$ cat src/rtl/act_unit_scheduler_pkg.sv
// Shared constants and fixed-point helpers for the activation-unit scheduler.
package act_unit_scheduler_pkg;

    localparam int FRAC_BITS = 4;
    localparam int ONE       = 1 << FRAC_BITS;   // 1.0 in Q3.4 = 'h10

    localparam logic OP_SIGMOID = 1'b0;
    localparam logic OP_TANH    = 1'b1;

    // Doubles a sign-extended operand and clamps it to the signed range of a
    // 'width'-bit word; the caller truncates the result back to 'width' bits.
    function automatic logic [31:0] sat_double(input logic signed [31:0] x,
                                               input int                 width);
        logic signed [32:0] dbl;
        logic signed [32:0] hi;
        logic signed [32:0] lo;
        dbl = {x, 1'b0};
        hi  = (33'sd1 <<< (width - 1)) - 33'sd1;
        lo  = -(33'sd1 <<< (width - 1));
        if (dbl > hi) begin
            return hi[31:0];
        end else if (dbl < lo) begin
            return lo[31:0];
        end
        return dbl[31:0];
    endfunction

endpackage

$ cat src/rtl/act_unit_scheduler_rr_arbiter.sv
// Round-robin arbiter: searches from ptr+1 (mod N_REQ) and grants the first
// active requester. The one-hot grant is qualified by 'advance' so it can be
// used directly as the per-requester ready.
module act_unit_scheduler_rr_arbiter
    import act_unit_scheduler_pkg::*;
#(
    parameter int N_REQ = 3,
    parameter int ID_W  = 2
) (
    input  logic [N_REQ-1:0] req,
    input  logic             advance,
    input  logic [ID_W-1:0]  ptr,
    output logic [N_REQ-1:0] grant,
    output logic [ID_W-1:0]  grant_idx
);

    logic found;

    // Rotating priority search starting just after the last winner.
    always_comb begin
        // NOTE: every always_comb output gets a default first, so no path can infer a latch.
        found     = 1'b0;
        grant     = '0;
        grant_idx = '0;
        for (int k = 1; k <= N_REQ; k++) begin
            if (!found && req[(int'(ptr) + k) % N_REQ]) begin
                found     = 1'b1;
                grant_idx = ID_W'((int'(ptr) + k) % N_REQ);
                grant[(int'(ptr) + k) % N_REQ] = advance;
            end
        end
    end

endmodule

$ cat src/rtl/act_unit_scheduler.sv
// Shares one external combinational sigmoid unit among N_REQ GRU gate
// requesters. Tanh is built as 2*sigmoid(2x) - 1.0: the operand is doubled
// (saturating) on issue and the sigmoid result is post-processed on return.
// Two pipeline stages (issue, response) with valid/ready backpressure.
module act_unit_scheduler
    import act_unit_scheduler_pkg::*;
#(
    parameter int DATA_WIDTH = 8,
    parameter int N_REQ      = 3,
    parameter int ID_W       = 2,
    parameter int CNT_W      = 16
) (
    input  logic                        clk,
    input  logic                        rst,
    input  logic [N_REQ-1:0]            req_valid,
    output logic [N_REQ-1:0]            req_ready,
    input  logic [N_REQ-1:0]            req_op,
    input  logic [N_REQ*DATA_WIDTH-1:0] req_data,
    output logic                        rsp_valid,
    input  logic                        rsp_ready,
    output logic [DATA_WIDTH-1:0]       rsp_data,
    output logic [ID_W-1:0]             rsp_id,
    output logic                        rsp_op,
    output logic [DATA_WIDTH-1:0]       sig_in,
    input  logic [DATA_WIDTH-1:0]       sig_out,
    output logic                        busy,
    output logic [CNT_W-1:0]            op_count
);

    logic                  stall, can_accept, handshake;
    logic [N_REQ-1:0]      grant;
    logic [ID_W-1:0]       grant_idx;
    logic [DATA_WIDTH-1:0] sel_data, post_tanh;
    logic                  sel_op;

    logic                  s1_valid_q, s1_valid_d;
    logic                  s1_op_q, s1_op_d;
    logic [ID_W-1:0]       s1_id_q, s1_id_d;
    logic [DATA_WIDTH-1:0] s1_data_q, s1_data_d;
    logic                  rsp_valid_q, rsp_valid_d;
    logic                  rsp_op_q, rsp_op_d;
    logic [ID_W-1:0]       rsp_id_q, rsp_id_d;
    logic [DATA_WIDTH-1:0] rsp_data_q, rsp_data_d;
    logic [ID_W-1:0]       ptr_q, ptr_d;
    logic [CNT_W-1:0]      op_count_q, op_count_d;

    // A held response blocks the whole pipe; otherwise both stages advance.
    assign stall      = rsp_valid_q & ~rsp_ready;
    assign can_accept = ~stall;

    act_unit_scheduler_rr_arbiter #(
        .N_REQ (N_REQ),
        .ID_W  (ID_W)
    ) u_arb (
        .req       (req_valid),
        .advance   (can_accept),
        .ptr       (ptr_q),
        .grant     (grant),
        .grant_idx (grant_idx)
    );

    assign req_ready = grant;
    assign handshake = |grant;

    // Select the winning requester's operand and op code.
    always_comb begin
        sel_data = '0;
        sel_op   = OP_SIGMOID;
        for (int i = 0; i < N_REQ; i++) begin
            if (grant[i]) begin
                sel_data = req_data[i*DATA_WIDTH +: DATA_WIDTH];
                sel_op   = req_op[i];
            end
        end
    end

    // Issue stage and round-robin pointer: capture the pre-scaled operand on accept.
    always_comb begin
        s1_valid_d = s1_valid_q;
        s1_op_d    = s1_op_q;
        s1_id_d    = s1_id_q;
        s1_data_d  = s1_data_q;
        ptr_d      = handshake ? grant_idx : ptr_q;
        if (!stall) begin
            s1_valid_d = handshake;
            if (handshake) begin
                s1_op_d   = sel_op;
                s1_id_d   = grant_idx;
                s1_data_d = (sel_op == OP_TANH)
                          ? DATA_WIDTH'(sat_double(32'(signed'(sel_data)), DATA_WIDTH))
                          : sel_data;
            end
        end
    end

    // 2*s - 1.0 is exact in DATA_WIDTH bits because s lies in [0, 1.0].
    assign post_tanh = DATA_WIDTH'({sig_out, 1'b0}) - DATA_WIDTH'(ONE);

    // Response stage and completion counter: outputs hold while stalled.
    always_comb begin
        rsp_valid_d = rsp_valid_q;
        rsp_data_d  = rsp_data_q;
        rsp_id_d    = rsp_id_q;
        rsp_op_d    = rsp_op_q;
        op_count_d  = op_count_q;
        if (!stall) begin
            rsp_valid_d = s1_valid_q;
            rsp_data_d  = (s1_op_q == OP_TANH) ? post_tanh : sig_out;
            rsp_id_d    = s1_id_q;
            rsp_op_d    = s1_op_q;
        end
        if (rsp_valid_q && rsp_ready && !(&op_count_q)) begin
            op_count_d = op_count_q + CNT_W'(1);
        end
    end

    // State registers; reset drops any in-flight operation.
    always_ff @(posedge clk or posedge rst) begin
        if (rst) begin
            s1_valid_q  <= 1'b0;
            s1_op_q     <= OP_SIGMOID;
            s1_id_q     <= '0;
            s1_data_q   <= '0;
            rsp_valid_q <= 1'b0;
            rsp_op_q    <= OP_SIGMOID;
            rsp_id_q    <= '0;
            rsp_data_q  <= '0;
            ptr_q       <= ID_W'(N_REQ - 1);
            op_count_q  <= '0;
        end else begin
            // NOTE: non-blocking assignments so every flop samples pre-edge values.
            s1_valid_q  <= s1_valid_d;
            s1_op_q     <= s1_op_d;
            s1_id_q     <= s1_id_d;
            s1_data_q   <= s1_data_d;
            rsp_valid_q <= rsp_valid_d;
            rsp_op_q    <= rsp_op_d;
            rsp_id_q    <= rsp_id_d;
            rsp_data_q  <= rsp_data_d;
            ptr_q       <= ptr_d;
            op_count_q  <= op_count_d;
        end
    end

    assign sig_in    = s1_data_q;
    assign rsp_valid = rsp_valid_q;
    assign rsp_data  = rsp_data_q;
    assign rsp_id    = rsp_id_q;
    assign rsp_op    = rsp_op_q;
    assign busy      = s1_valid_q | rsp_valid_q;
    assign op_count  = op_count_q;

endmodule

$ cat config.mk
export PLATFORM = sky130hd
export DESIGN_NAME = act_unit_scheduler
export DESIGN_NICKNAME = d
export VERILOG_FILES = /design/src/rtl/act_unit_scheduler_pkg.sv /design/src/rtl/act_unit_scheduler_rr_arbiter.sv /design/src/rtl/act_unit_scheduler.sv
export SDC_FILE = /design/constraint.sdc
export NUM_CORES = 1
export LEC_CHECK = 0
export CORE_MARGIN = 3
export CORE_UTILIZATION = 50
export DETAILED_ROUTE_END_ITERATION = 12
export DONT_BUFFER_PORTS = 1
export PLACE_DENSITY = 0.75
export SLEW_MARGIN = 20
export SYNTH_ARGS = -nofsm -noshare
export SYNTH_HDL_FRONTEND = slang
export SYNTH_SLANG_ARGS = --single-unit
$ cat constraint.sdc
create_clock -name clk -period 10.3 [get_ports clk]
set_input_delay 2.06 -clock clk [delete_from_list [all_inputs] [get_ports clk]]
set_output_delay 2.06 -clock clk [all_outputs]
set_load 0.02 [all_outputs]
Yosys cells after proc, flatten, opt, wreduce, memory -nomap -nowiden. Index checks and enable logic that the tools add are counted.

Bits in registers: 42. Output and inout bits: 40. Logic and storage cells: 84. Input bits: 41.

Magnitude comparators: 8. Muxes and demuxes: 40. Bitwise operators: 5. Reductions and logical operators: 13. Div/mod/pow operators: 3. $add $sub $neg: 5.

Operators by type and width (number): 32-bit by 1-bit >= comparator with 1-bit output (second input constant) (3); 32-bit by 4-bit < comparator with 1-bit output (second input constant) (3); 32-bit by 3-bit modulo with 32-bit output (second input constant) (3); 8-bit 2-to-1 mux (8); 1-bit 2-to-1 mux (18); 16-bit by 1-bit adder with 16-bit output (second input constant) (1); 16-bit AND reduction (1); 9-bit by 8-bit > comparator with 1-bit output (second input constant) (1); 9-bit by 8-bit < comparator with 1-bit output (second input constant) (1); 3-bit 2-to-1 mux (3); 8-bit by 5-bit subtractor with 8-bit output (second input constant) (1); 1-bit logical AND (7); 2-bit by 2-bit adder with 3-bit output (second input constant) (2); 1-bit binary-select mux with 2-bit select (3); 3-bit bitwise mux (2); 1-bit demux with 2-bit select (3); 2-bit 2-to-1 mux (3); 2-bit by 1-bit adder with 3-bit output (second input constant) (1); 3-bit bitwise AND (1); 1-bit logical NOT (3); 3-bit OR reduction (1); 1-bit inverter (2); 2-bit AND reduction (1); 1-bit bitwise AND (1); 1-bit OR (1).

Depth between registers and ports, before layout. Gate-level depths: netlist of run 1.

Word-level depth: 22. Mapped depth: 18. Mapped depth without buffers: 16.

Cells and area by module. From an unflattened synthesis of run 1, not the netlist that was laid out.

Cells, all modules: 279. Area, all modules: 2598.7 sq um.

Modules (own cells, without submodules): act_unit_scheduler (cells an instance 237, instances 1, sequential area each 1052.3 sq um, area each 2293.4 sq um); act_unit_scheduler_rr_arbiter (cells an instance 42, instances 1, sequential area each 0.0 sq um, area each 305.3 sq um).

Worst setup path after synthesis of run 1. OpenSTA, ideal clock, no wires.

Path type: input-to-output. Start point: input req_valid[0]. End point: output req_ready[2]. Stages on the path: 6. Buffers on the path: 1. Required time: 8.240 ns. Arrival time: 3.408 ns. Path slack: 4.832 ns. Cells stage by stage: mux2_4 a32oi_1 nand2_1 o22a_1 clkinv_1 clkbuf_1.

Longest elaborated chain between the ends: 10. Elaborated cells between the ends (all ways): 20. Classes of those cells: mux: 16; reduce/logical: 4.

RTL lines: from (decl) (RTL line act_unit_scheduler.sv:15) `input logic [N_REQ-1:0] req_valid,`; 1-bit binary-select mux with 2-bit select (RTL line act_unit_scheduler_rr_arbiter.sv:26) `if (!found && req[(int'(ptr) + k) % N_REQ]) begin`; 1-bit 2-to-1 mux (implied by the code) (2 in a row) (RTL line act_unit_scheduler_rr_arbiter.sv:26); 1-bit 2-to-1 mux (RTL line act_unit_scheduler_rr_arbiter.sv:26); 1-bit logical NOT (RTL line act_unit_scheduler_rr_arbiter.sv:26); 1-bit logical AND (RTL line act_unit_scheduler_rr_arbiter.sv:26); 1-bit 2-to-1 mux (RTL line act_unit_scheduler_rr_arbiter.sv:26); 1-bit logical NOT (RTL line act_unit_scheduler_rr_arbiter.sv:26); 1-bit logical AND (RTL line act_unit_scheduler_rr_arbiter.sv:26); 3-bit 2-to-1 mux * (RTL line act_unit_scheduler_rr_arbiter.sv:26); to (decl) (RTL line act_unit_scheduler.sv:16) `output logic [N_REQ-1:0] req_ready,`.

Mark *: on every way between the ends. The rest lies on a longest branch, timed or not. The select of a mux whose other input is x is not followed.

Final worst setup path of run 1.
Start point: input req_valid[0]. End point: output req_ready[1].

The elaborated chain is that of the path after synthesis.

==> reports/qor.csv, run 1 <==
metric;value;unit
CTS Hold Bufs;0;
Port-buffer cells;0;
worst setup path end;req_ready[1];
site row count;24;
fraction of registers with async set/reset;100;%
clock latency on the worst-skew pair;0.29;ns
Worst Reg-to-Reg Cells;15;
Setup-failing EPs final;0;
final WL;5.18;mm
post-synth top area share;41.8;%
Cell Area, Synth;2450;um2
die area;5780;um2
Placer Congestion;0.833;
first-pass GRT wire length;8.74;mm
Period minus WS final;5.60;ns
Synth top cells by count;dfrtp_1, nand2_1, inv_1, o21ai_0, nor2_1;
core area;4530;um2
relative slew slack;37.7;%
clk_skew;0.00814;ns
Synth-to-Final Area Change;7.91;%
clock transition at the registers of the reported paths;0.08;ns
I/O pins;81;
Hold Crit Class;reg2reg;
post-DP HPWL;3.94;mm
chip height;76.0;um
CTS tree;built;
Max Cap Viol;0;
Lkg Pwr;1.18;nW
Post-CTS Setup Bufs;0;
layout cell share with drive strength beyond 1;9.81;%
r2r setup slk;6.27;ns
Final ANT Viol Nets;0;
post-synthesis sequential area ratio;42.9;%
CP startpoint kind;input pin;
CP required;8.24;ns
largest net degree at the start of global routing;39;
Clock Sink Count;42;
Layout Nets;312;
crit-path max FO;7;
cell with the most instances after synthesis;dfrtp_1;
crit path DAT;3.54;ns
placed cells;322;
vias after detailed routing;1908;
final hold vios;0;
DR vias/cell;5.78;
Setup TNS Final;0;ns
Synth area leaders;dfrtp_1, nand2_1, xnor2_1;
width of the die;76.0;um
cell taking the most area after synthesis;dfrtp_1;
initial antenna violation count;0;
total gr overflow;0;
Worst Tran Pin Value;0.929;ns
Post-route DRC;0;
Initial Utilization;54.1;%
RSZ-0062 raised after global routing;false;
status;finished clean;
synthesis warning total;0;
Netlist cell types;49;
number of H-tree levels;2;
clk root buf;clkbuf_8;
# resized after CTS;0;
Crit Path Category;in2out;
Syn Inst Count;266;
Reg2Reg Capture Point;sig_in[2];
Iteration-0 DRC Markers;92;
r2r startpoint;ptr_q[0];
period utilisation layout;54.4;%
Total Routing Usage GR;18.6;%
Critical Path Start;req_valid[0];
Clock Tree Buf Depth;2;
maximum clock frequency;0.179;GHz
DR pass1 iterations;4;
top_reg_cell synth;dfrtp_1;
DR WL/cell;15.7;um
Post-synth EDFFs;0;
Max Slew Vio Count;0;
syn_area_per_cell;9.22;um2
synthesis-stage register bit count;42;
CTS buffer count;5;
worst vdd ir;0.236;mV
PwrDens;373;nW/um2
vias in the first global route;1818;
# diodes;0;
syn nets;314;
Final Non-Filler Cells;330;
CP Capture Type;output pin;
-- cells in the final DEF (no fill, tap or decap), types with 3 or more instances in the layout --
cell      instances
and3_1            5
dfrtp_1          41
inv_1            16
a211oi_1          5
nor2_1           15
o22ai_1           4
ha_1              7
nand3b_1          4
xor2_1            4
xnor2_1          12
a21oi_1           9
o21ai_0          17
a21o_1            4
a221oi_1          4
clkbuf_8          6
nand2_1          40
mux2i_1           7
nand2b_1          4
o31ai_1           4
mux2_2            4
nand4_1           3
or2_2             3
and4_1            3
and2_1            5
buf_4             3
nand3_1           5
-- kinds of logic after synthesis --
family | after synthesis | synth area share (%)
muxes | 12 | 5.31
DFF | 42 | 42.9
buffers and inverters | 30 | 5.20
AOI/OAI and AO/OA | 65 | 18.7
adders and majority gates | 7 | 3.57
xor gates and xnor gates | 16 | 5.71
and+or+nand+nor | 94 | 18.6
-- sequential cells by signal, indices dropped and copies added (netlist names) --
| name | cells |
|---|---|
| sig_in | 8 |
| rsp_data | 8 |
| rsp_op | 1 |
| rsp_valid | 1 |
| s1_id_q | 2 |
| s1_op_q | 1 |
| ptr_q | 2 |
| rsp_id | 2 |
| s1_valid_q | 1 |
| op_count | 16 |
-- how the worst min path moves through the flow --
stage                 end  cells after the start        from
3_5_place_dp   s1_id_q[0]                      1  s1_id_q[0]
3_3_place_gp   s1_id_q[0]                      1  s1_id_q[0]
5_1_grt        s1_id_q[0]                      1  s1_id_q[0]
2_1_floorplan  s1_id_q[0]                      1  s1_id_q[0]
6_report       s1_id_q[0]                      1  s1_id_q[0]
4_1_cts        s1_id_q[0]                      1  s1_id_q[0]
-- metal layers --
layer	global-route usage [%]	wire length [um]
met1	23.0	2240
met2	28.8	2330
met3	7.80	522
met4	7.25	89
met5	0	0
-- cell type report --
| class | instances | area (um2) |
|---|---|---|
| Clock buffer | 6 | 82.6 |
| Sequential cell | 42 | 1050 |
| Tap cell | 65 | 81.3 |
| Timing Repair Buffer | 3 | 22.5 |
| Multi-Input combinational cell | 194 | 1280 |
| Inverter | 18 | 67.6 |
| Clock inverter | 2 | 60.1 |
| Fill cell | 410 | 1890 |
-- power breakdown --
| part | switching (mW) | internal (mW) | leakage (nW) | total, mW |
|---|---|---|---|---|
| Combinational | 0.275 | 0.196 | 0.598 | 0.471 |
| Clock | 0.0540 | 0.103 | 0.0714 | 0.157 |
| Sequential | 0.125 | 0.234 | 0.515 | 0.359 |
-- through the flow --
| step | util (%) | hold slack (ns) | setup WS, ns | power (mW) | area (um2) |
|---|---|---|---|---|---|
| 6_report | 58.4 | 0.496 | 4.70 | 0.986 | 2650 |
| 5_1_grt | 58.4 | 0.516 | 4.64 | 1.08 | 2650 |
| 4_1_cts | 58.4 | 0.500 | 4.71 | 0.996 | 2650 |
| 3_5_place_dp | 55.2 | 0.482 | 4.71 | 0.834 | 2500 |
| 3_3_place_gp | 55.2 | 0.476 | 4.80 | 0.819 | 2500 |
| 2_1_floorplan | - | 0.446 | 4.83 | 0.750 | 2450 |
-- critical path, cell delays in order --
cell and delay (ns):
mux2_4 0.26, a32oi_1 0.25, nand3b_1 0.26, a21oi_1 0.44
buf_4 0.27
Note: power is estimated with default switching activity, not from simulation.
==> run 2, diff against run 1 <==
--- a/config.mk
+++ b/config.mk
@@ -9,7 +9,7 @@
 export CORE_UTILIZATION = 50
 export DETAILED_ROUTE_END_ITERATION = 12
 export DONT_BUFFER_PORTS = 1
-export PLACE_DENSITY = 0.75
+export PLACE_DENSITY = 0.78
 export SLEW_MARGIN = 20
 export SYNTH_ARGS = -nofsm -noshare
 export SYNTH_HDL_FRONTEND = slang
==> constraint.sdc (replaced) <==
create_clock -name clk -period 5.13 [get_ports clk]
set_input_delay 1.026 -clock clk [delete_from_list [all_inputs] [get_ports clk]]
set_output_delay 1.026 -clock clk [all_outputs]
set_load 0.02 [all_outputs]
==> run 2 against run 1 <==
Compared with the run above: combinational power grew 100%; count of clock-buffer cells in the layout down 1; setup slack worse by 3.5 ns; design area barely moved; global-route usage shrank 0.48 points; non-clock buffer count increased by 1; flip-flop and latch count is the same; sequential power grew 99%; first-iteration DRC count decreased by 32%; power is 100% higher; critical path depth is 10 higher; critical endpoint is now sig_in[2]; largest power group unchanged; highest routed layer unchanged.
==> reports/qor.csv, run 2 (same netlist as run 1, synthesis figures left out) <==
metric;value;unit;change
status;finished clean;;
I/O pins;81;;unchanged
Iteration-0 DRC Markers;63;;-32%
first-pass GRT wire length;8.62;mm;-1.4%
Total Routing Usage GR;18.1;%;-0.48 points
final worst setup slack;1.17;ns;-3.53 ns
# fillers;409;;-0.24%
Max Cap Viol;0;;unchanged
core area;4530;um2;unchanged
area post-placement;2510;um2;about the same
Multi-input gate area;1270;um2;-0.39%
number of H-tree levels;2;;unchanged
clock transition at the registers of the reported paths;0.08;ns;about the same
Design Area, Final;2640;um2;about the same
clk_skew;0.00769;ns;-0.000445 ns
Post-CTS Setup Bufs;0;;unchanged
CP Capture Type;flop;;
r2r startpoint;ptr_q[0];;
Initial Utilization;54.1;%;unchanged
# resized after CTS;0;;unchanged
Synth-to-Final Area Change;7.81;%;about the same
site row count;24;;unchanged
DR pass1 iterations;4;;unchanged
width of the die;76.0;um;unchanged
final WL;4.98;mm;-3.9%
Post-route DRC;0;;unchanged
placed cells;323;;+0.31%
post-DP HPWL;3.92;mm;-0.33%
Max Slew Vio Count;0;;unchanged
CTS Hold Bufs;0;;unchanged
CP startpoint kind;flop;;
r2r setup slk;1.17;ns;-5.10 ns
layout cell share with drive strength beyond 1;9.77;%;-0.037 points
Hold Crit Class;reg2reg;;
Largest register FFs;16;;unchanged
Setup TNS Final;0;ns;unchanged
CP required;5.34;ns;-2.90 ns
initial antenna violation count;0;;unchanged
Crit Path Category;reg2reg;;
Clock Tree Buf Depth;2;;unchanged
most frequent cells in the layout;dfrtp_1, nand2_1, o21ai_0;;
most common library cell in the layout ignoring fill and taps;dfrtp_1;;
clk root buf;clkbuf_8;;
DR WL/cell;15.1;um;-4.1%
Reg2Reg Capture Point;sig_in[2];;
Clock Sink Count;42;;unchanged
register area;1050;um2;unchanged
vias after detailed routing;1875;;-1.7%
Critical Path Start;ptr_q[0];;
final hold vios;0;;unchanged
CTS tree;built;;
RSZ-0062 raised after global routing;false;;
Final ANT Viol Nets;0;;unchanged
# diodes;0;;unchanged
CTS buffer count;5;;unchanged
PwrDens;746;nW/um2;+100%
Period minus WS final;3.96;ns;
period utilisation layout;77.2;%;
DR vias/cell;5.66;;-2.0%
total gr overflow;0;;unchanged
crit path DAT;4.17;ns;+0.63 ns
Placer Congestion;0.838;;+0.64%
Lkg Pwr;1.18;nW;about the same
maximum clock frequency;0.253;GHz;
clock latency on the worst-skew pair;0.29;ns;about the same
worst setup path end;sig_in[2];;
relative slew slack;55.2;%;+17 points
die area;5780;um2;unchanged
Layout Nets;313;;+0.32%
Port-buffer cells;0;;unchanged
Setup-failing EPs final;0;;unchanged
chip height;76.0;um;unchanged
Final Non-Filler Cells;331;;+0.30%
Setup WS pre-CTS;1.12;ns;-3.59 ns
vias in the first global route;1828;;+0.55%
Worst Reg-to-Reg Cells;15;;unchanged
worst vdd ir;0.602;mV;+160%
Worst Tran Pin Value;0.665;ns;-0.264 ns
largest net degree at the start of global routing;43;;+10%
crit-path max FO;19;;+12
==> run 2: changes by cell type in the layout (fill, tap and decap cells not counted) <==
cell / before / now
clkbuf_8: 6 / 5
clkinv_4: 0 / 1
buf_4: 3 / 4
nor3_1: 2 / 3
nor3_2: 1 / 0
==> run 2: layout make-up <==
type,count,area share (%)
multi-input cells,194,48.2
flip-flops and latches,42,39.8
repair buffers,4,1.14
clock inverters,3,2.60
inverters,18,2.56
clock buffers,5,2.60
well taps,65,3.08
==> run 2: worst min path at each step <==
| stage | start | cells after the start | endpoint | slack, ns |
|---|---|---|---|---|
| global route | s1_id_q[0] | 1 | s1_id_q[0] | 0.51 |
| detailed placement | s1_id_q[0] | 1 | s1_id_q[0] | 0.47 |
| CTS | s1_id_q[0] | 1 | s1_id_q[0] | 0.48 |
| floorplan | s1_id_q[0] | 1 | s1_id_q[0] | 0.45 |
| finish | s1_id_q[0] | 1 | s1_id_q[0] | 0.47 |
| global placement | s1_id_q[0] | 1 | s1_id_q[0] | 0.46 |
==> run 2: metrics by stage <==
| step | util (%) | total power, mW | hold WS, ns |
|---|---|---|---|
| final | 58.3 | 1.97 | 0.473 |
| after detailed placement | 55.3 | 1.68 | 0.466 |
| after global routing | 58.3 | 2.16 | 0.509 |
| after global placement | 55.3 | 1.66 | 0.464 |
| after CTS | 58.3 | 2.00 | 0.481 |
| after floorplan | - | 1.50 | 0.446 |
==> run 2: critical path, stage by stage, from the launching register on <==
cell and delay, ns:
dfrtp_1 0.40, inv_1 0.08, ha_1 0.39, mux2i_1 0.16, or2_2 0.30, nand2_1 0.09, o22a_1 0.24, clkinv_1 0.52
o31ai_1 0.54, inv_1 0.09, ha_1 0.30, inv_1 0.18, nand2_1 0.11, nand3_1 0.17, o21ba_2 0.18, o21ai_0 0.13
==> run 2: per-layer routing <==
metal / part of all wire [%] / track usage, %
met1: 43 / 22.3
met2: 45 / 28.8
met3: 11 / 7.45
met4: 0.96 / 5.98
met5: 0 / 0
==> run 2: where the power goes <==
group	switching (mW)	leakage, nW	internal (mW)
Sequential	0.243	0.515	0.469
Combinational	0.553	0.601	0.403
Clock	0.109	0.0683	0.195
Total	0.905	1.18	1.07
